--- src/rtl/tremolo_ctrl.sv ---
// tremolo_ctrl: footswitch debounce/toggle and slew-limited level/frequency front end for the tremolo core
//   clk_i               system clock
//   rstn_i              asynchronous active-low reset
//   sample_tick_i       one-clock strobe per audio sample; paces all timing
//   footswitch_i        raw asynchronous footswitch, 1 = pressed
//   level_raw_i         target modulation depth code
//   frequency_raw_i     target frequency table index
//   enable_o            effect enable to the core
//   level_o             slewed depth to the core
//   frequency_number_o  slewed frequency index to the core
// Optional feature: define TREMOLO_CTRL_FADE_EN for fade-in/fade-out switching;
// otherwise the press flips enable_o directly and level_o always tracks its target.
module tremolo_ctrl #(
    parameter int unsigned DEBOUNCE_TICKS = 480,
    parameter int unsigned SLEW_DIV       = 4
) (
    input  logic       clk_i,
    input  logic       rstn_i,
    input  logic       sample_tick_i,
    input  logic       footswitch_i,
    input  logic [7:0] level_raw_i,
    input  logic [7:0] frequency_raw_i,
    output logic       enable_o,
    output logic [7:0] level_o,
    output logic [7:0] frequency_number_o
);
    typedef enum logic [1:0] {BYPASS, FADE_IN, ACTIVE, FADE_OUT} state_t;
    state_t      state, state_nxt;
    logic        fs_meta, fs_sync, fs_db, fs_db_d, toggle, slew_ev;
    logic [15:0] db_cnt;
    logic [7:0]  div, lvl_tgt, frq_tgt, lvl_goal;
    function automatic logic [7:0] step_toward(input logic [7:0] cur, input logic [7:0] tgt);
        return (cur < tgt) ? cur + 8'd1 : (cur > tgt) ? cur - 8'd1 : cur;
    endfunction
    // press edge of the debounced switch; high the clock after the accepting tick
    assign toggle  = fs_db & ~fs_db_d;
    assign slew_ev = sample_tick_i && (div == 8'(SLEW_DIV - 1));
    always_ff @(posedge clk_i or negedge rstn_i) begin
        if (!rstn_i) begin
            fs_meta <= 1'b0;
            fs_sync <= 1'b0;
            fs_db   <= 1'b0;
            fs_db_d <= 1'b0;
            db_cnt  <= '0;
        end else begin
            fs_meta <= footswitch_i;
            fs_sync <= fs_meta;
            fs_db_d <= fs_db;
            if (sample_tick_i) begin
                if (fs_sync != fs_db) begin
                    if (db_cnt == 16'(DEBOUNCE_TICKS - 1)) begin
                        fs_db  <= fs_sync;
                        db_cnt <= '0;
                    end else begin
                        db_cnt <= db_cnt + 16'd1;
                    end
                end else begin
                    db_cnt <= '0;
                end
            end
        end
    end
    // level goal follows the state being entered so a step coinciding with a toggle uses the new target
    always_comb begin
        state_nxt = state;
`ifdef TREMOLO_CTRL_FADE_EN
        case (state)
            BYPASS:  state_nxt = toggle ? FADE_IN : BYPASS;
            FADE_IN: state_nxt = toggle ? FADE_OUT : (level_o == lvl_tgt) ? ACTIVE : FADE_IN;
            ACTIVE:  state_nxt = toggle ? FADE_OUT : ACTIVE;
            default: state_nxt = toggle ? FADE_IN : (level_o == 8'd0) ? BYPASS : FADE_OUT;
        endcase
        lvl_goal = (state_nxt == FADE_IN || state_nxt == ACTIVE) ? lvl_tgt : 8'd0;
`else
        state_nxt = toggle ? ((state == BYPASS) ? ACTIVE : BYPASS) : state;
        lvl_goal  = lvl_tgt;
`endif
    end
    always_ff @(posedge clk_i or negedge rstn_i) begin
        if (!rstn_i) begin
            state              <= BYPASS;
            enable_o           <= 1'b0;
            div                <= '0;
            lvl_tgt            <= '0;
            frq_tgt            <= '0;
            level_o            <= '0;
            frequency_number_o <= '0;
        end else begin
            state <= state_nxt;
`ifdef TREMOLO_CTRL_FADE_EN
            // enable lags the state by a clock; the fade starts from level 0 so this is click-free
            enable_o <= (state != BYPASS);
`else
            enable_o <= (state_nxt == ACTIVE);
`endif
            if (sample_tick_i) begin
                div     <= slew_ev ? 8'd0 : div + 8'd1;
                lvl_tgt <= level_raw_i;
                frq_tgt <= frequency_raw_i;
                if (slew_ev) begin
                    level_o            <= step_toward(level_o, lvl_goal);
                    frequency_number_o <= step_toward(frequency_number_o, frq_tgt);
                end
            end
        end
    end
endmodule

--- config.mk ---
export PLATFORM = sky130hd
export DESIGN_NAME = tremolo_ctrl
export DESIGN_NICKNAME = d
export VERILOG_FILES = /design/src/rtl/tremolo_ctrl.sv
export SDC_FILE = /design/constraint.sdc
export NUM_CORES = 1
export LEC_CHECK = 0
export CAP_MARGIN = 20
export CORE_MARGIN = 4
export CORE_UTILIZATION = 45
export CTS_BUF_LIST = sky130_fd_sc_hd__clkbuf_4 sky130_fd_sc_hd__clkbuf_8
export DETAILED_ROUTE_END_ITERATION = 12
export HOLD_SLACK_MARGIN = 0.06
export PLACE_DENSITY = 0.66
export SYNTH_ARGS = -nofsm -noshare
export SYNTH_HDL_FRONTEND = slang
export SYNTH_SLANG_ARGS = --single-unit
--- constraint.sdc ---
create_clock -name clk_i -period 4.9 [get_ports clk_i]
set_input_delay 0.98 -clock clk_i [delete_from_list [all_inputs] [get_ports clk_i]]
set_output_delay 0.98 -clock clk_i [all_outputs]
set_load 0.02 [all_outputs]
==> After elaboration in Yosys (flattened, before gate mapping) <==
Index checks and enable logic that the tools add are counted.
{ "totals": {"out_inout_bits": 17, "ff_bits": 63, "wordCells": 44} }
{ "op_classes": {"muxes": 9, "order_cmp": 4, "bitwise_logic": 2, "add_sub_neg": 6, "reduce_logical": 7, "n_eq_ne": 4} }
{ "ops": {"columns": ["cell", "count"], "rows": [
  ["8-bit two-way mux", 5],
  ["16-bit two-way mux", 2],
  ["8-bit by 1-bit adder with 8-bit output, second input constant", 3],
  ["16-bit by 1-bit adder with 16-bit output, second input constant", 1],
  ["16-bit by 9-bit equality test with 1-bit output, second input constant", 1],
  ["8-bit greater-than comparator", 2],
  ["8-bit less-than comparator", 2],
  ["8-bit by 1-bit subtractor with 8-bit output, second input constant", 2],
  ["3-bit AND reduction", 3],
  ["8-bit by 2-bit equality test with 1-bit output, second input constant", 1],
  ["2-bit two-way mux", 2],
  ["2-bit nonzero test", 2],
  ["2-bit equality test, second input constant", 1],
  ["2-bit logical NOT", 1],
  ["1-bit bitwise AND", 1],
  ["1-bit logical AND", 1],
  ["1-bit != test", 1],
  ["1-bit NOT", 1]
]} }

==> Logic depth before layout (Yosys ltp) <==
{ "logic_depth": {"ltp_word": 4, "ltp_mapped": 14} }

==> Worst setup path after synthesis <==
No wires, ideal clock.
{ "synth_timing": {"path_kind": "flip-flop to flip-flop", "from": "register frequency_number_o[1]", "to": "register frequency_number_o[6]", "t_arrival_ns": 3.031, "path_buffers": 0, "setup_time_ns": 0.120, "setup_slack_ns": 1.749, "path_stages_with_launch": 13, "synth_period_minus_slack_ns": 3.151, "cell_sequence": "dfrtp_1 ha_1 nor2b_1 o211ai_1 a21boi_0 or2_2 ha_1 nor2b_1 o21ai_0 a21boi_0 o21a_1 or3_1 a31o_2"} }
{ "synth_via": {"elab_chain_cells": 3, "word_cells_on_any_way": 8} }
{ "synth_lines": {"columns": ["element", "line", "rtl"], "rows": [
  ["start, declared", "25", "output logic [7:0] frequency_number_o"],
  ["start signal, assigned", "102", "frequency_number_o <= step_toward(frequency_number_o, frq_tgt);"],
  ["8-bit by 1-bit subtractor with 8-bit output, or another cell as far along", "33", "return (cur < tgt) ? cur + 8'd1 : (cur > tgt) ? cur - 8'd1 : cur;"],
  ["8-bit two-way mux / 2-bit nonzero test (equally long branches)", null, null],
  ["8-bit two-way mux / 3-bit AND reduction (equally long branches)", null, null]
]} }
Parallel ways exist; a longest one is shown, timed or not. The select of a mux whose other input is x is not followed.
A chain may end at the register's enable or synchronous reset.

==> Worst setup path after layout <==
Ends and elaborated chain as after synthesis.

==> flow_metrics.env <==
export IMPL_clockBufferDepth=2
export IMPL_mostFrequentLayoutCells="dfrtp_1, clkdlybuf4s50_1, nand2_1"
export IMPL_start_util_pct=46.3
export IMPL_rsz0062_at_grt="no"
export IMPL_rrSetupSlack_ns=1.56
export IMPL_drc=0
export IMPL_max_slew_margin_rel_pct=35.8
export IMPL_clock_latency_ns=0.34
export IMPL_clkTransAtPathRegs_ns=0.07
export IMPL_synthTopCellsByArea="dfrtp_1, ha_1, mux2_2, o21ai_0, nand2_1"
export IMPL_crit_type="flop to flop"
export IMPL_hold_path_endpoint="fs_sync"
export IMPL_fin_crit_sh_pct=68.1
export IMPL_async_reset_ff_share_pct=100
export IMPL_syn2layout_area_growth_pct=18.1
export IMPL_first_pass_iters=5
export IMPL_cts_setup_buffers=0
export IMPL_crit_path_start_kind="flop"
export IMPL_layout_commonest_cell="dfrtp_1"
export IMPL_clock_sinks=63
export IMPL_fp_coreArea_sq_um=7690
export IMPL_syn_area_sq_um=3560
export IMPL_cpMaxStageDelayCell="dfrtp_1"
export IMPL_cp_cell_sequence="ha_1, nor2b_1, o211ai_1, a21boi_0, or2_2, ha_1, nor2b_1, o21ai_0, a21boi_0, o21a_1, or3_1, a31o_2"
export IMPL_overflow=0
export IMPL_syn_inst=352
export IMPL_powerDensity_nw_per_um2=544
export IMPL_top_layer="met4"
export IMPL_r2r_start="frequency_number_o[1]"
export IMPL_wl_mm=6.92
export IMPL_ys_types=47
export IMPL_syn_avg_cell_area_sq_um=10.1
export IMPL_ys_flop_type="dfrtp_1"
export IMPL_p_leak_uw=0.00195
export IMPL_min_from="fs_meta"
export IMPL_numCtsBuffers=9
export IMPL_maxCapViolations=0
export IMPL_hold_path_class="flop to flop"
export IMPL_min_period_ns=3.34
export IMPL_fin_tns_setup_ns=0
export IMPL_dieArea_sq_um=9390
export IMPL_crit_start="frequency_number_o[1]"
export IMPL_critPathCaptureType="flop"
export IMPL_worstMarginPinSlew_ns=0.961
export IMPL_grt_pass1_wl_mm=11.9
export IMPL_crit_path_max_incr_delay_ns=0.42
export IMPL_place_gp_congestion=0.781
export IMPL_cts_repair_resized=0
export IMPL_rows=32
export IMPL_postRouteAntennaNets=0
export IMPL_wl_met3_microns=221
export IMPL_port_buffer_count=36
export IMPL_nNetsFinal=445
export IMPL_viasPerCell=5.39
export IMPL_seq_area_frac_synth_pct=44.3
export IMPL_syn_nets=405
export IMPL_route_met2_wl_mm=3.28
export IMPL_status="finished, final reports clean"
export IMPL_reg2reg_to="frequency_number_o[6]"
export IMPL_critical_path_arrival_ns=3.57
export IMPL_synth_top_cell_area_share_pct=44.3
export IMPL_synth_seq_cells=63
export IMPL_drive_above_1_share_pct=10.3
export IMPL_grt_pass1_vias=2586
export IMPL_n_antenna_cell=0
export IMPL_grtUsageTotal_pct=15.2
export IMPL_vias=2692
export IMPL_antenna_found_initial=0
export IMPL_peakVddDrop_mv=0.412
export IMPL_grt_max_degree=51
export IMPL_drv_slew=0
export IMPL_reg2reg_depth=12
export IMPL_skew_ns=0.00706
export IMPL_drt_initial_drc_count=118
export IMPL_place_ws_ns=1.55
export IMPL_cts_root_buf="clkbuf_8"
export IMPL_yosysTopAreaCell="dfrtp_1"
export IMPL_crit_required_ns=5.13
export IMPL_fp_dieW_microns=96.9
export IMPL_fin_ws_ns=1.56
export IMPL_cts_hold_buf=0
export IMPL_holdPathStages=0
export IMPL_wire_per_inst_microns=13.9
export IMPL_worst_path_max_fanout=7
export IMPL_htree_levels=3
export IMPL_drt_met1_wl_mm=3.33
export IMPL_dp_hpwl_mm=4.99
export IMPL_cts_tree="built"
export IMPL_die_height_microns=96.9
export IMPL_io_pin_count=37
export IMPL_hold_violations=0
export IMPL_fmax_mhz=300
export IMPL_synth_edff_count=0
export IMPL_setup_viol=0
export IMPL_yosys_warnings=0
## worst max-delay path, delay by kind of cell, from the launching register on
| kind | cells | cell delay [ns] |
|---|---|---|
| compound gates | 6 | 1.15 |
| simple gates | 4 | 0.98 |
| fa+ha+maj | 2 | 0.68 |
| flops | 1 | 0.42 |
## routing by layer
metal	GRT usage (%)	vias to the layer above
met5	0	-
met1	20.2	1310
li1	-	1334
met2	23.9	38
met3	3.82	10
met4	5.72	0
## synthesized netlist by cell type, types with 6 or more instances
cell / n
mux2_2: 14
xor2_1: 7
nand2_1: 33
o21a_1: 6
nor2b_1: 7
dfrtp_1: 63
o21ai_0: 30
clkbuf_1: 9
o31ai_1: 7
nor2_1: 15
nand4_1: 6
a21o_1: 6
ha_1: 31
a21oi_1: 19
nand3_1: 11
xnor2_1: 12
inv_1: 23
## stage by stage
stage	total power (uW)	instances	cell area (sq um)	hold slack (ns)	util [%]
after global routing	2490	499	4200	0.365	54.6
final	2280	499	4200	0.357	54.6
after detailed placement	1890	483	4020	0.337	52.3
after global placement	1850	483	4020	0.342	52.3
after CTS	2310	499	4200	0.361	54.6
after floorplan	1570	352	3560	0.331	-
## final cells by class
cell class,instances,area [sq um]
fillers,697,3490
multi-input cells,256,1860
flip-flops and latches,63,1580
repair buffers,38,370
clock buffers,12,159
well taps,102,128
inverters,24,90.1
clock inverters,4,20.0
## how the worst max path moves through the flow
stage / end / slack (ns) / cells after the start
finish: frequency_number_o[6] / 1.56 / 12
global route: frequency_number_o[6] / 1.34 / 12
CTS: frequency_number_o[6] / 1.56 / 12
detailed placement: db_cnt[9] / 1.55 / 6
global placement: frequency_number_o[6] / 1.62 / 12
floorplan: frequency_number_o[6] / 1.75 / 12
## where the power goes
group / switching, uW / internal (uW)
clock: 193 / 213
combinational: 593 / 553
sequential: 112 / 620
## cell families (layout without fill, tap and decap cells)
logic type / after synthesis / after routing / share of synthesized area (%)
buffers and inverters: 33 / 78 / 3.48
flip-flops: 63 / 63 / 44.3
adder cells (fa/ha/maj): 33 / 33 / 12.0
AO/OA/AOI/OAI: 93 / 93 / 17.0
XOR/XNOR: 19 / 19 / 4.68
AND/OR/NAND/NOR: 95 / 95 / 13.5
multiplexers: 16 / 16 / 5.00
## sequential cells by signal, indices dropped and copies added, names as in the netlist, 2 cells and up
register            count
frequency_number_o      8
frq_tgt                 8
state                   2
lvl_goal                8
div                     8
level_o                 8
db_cnt                 16
Note: power is estimated with default switching activity, not from simulation.
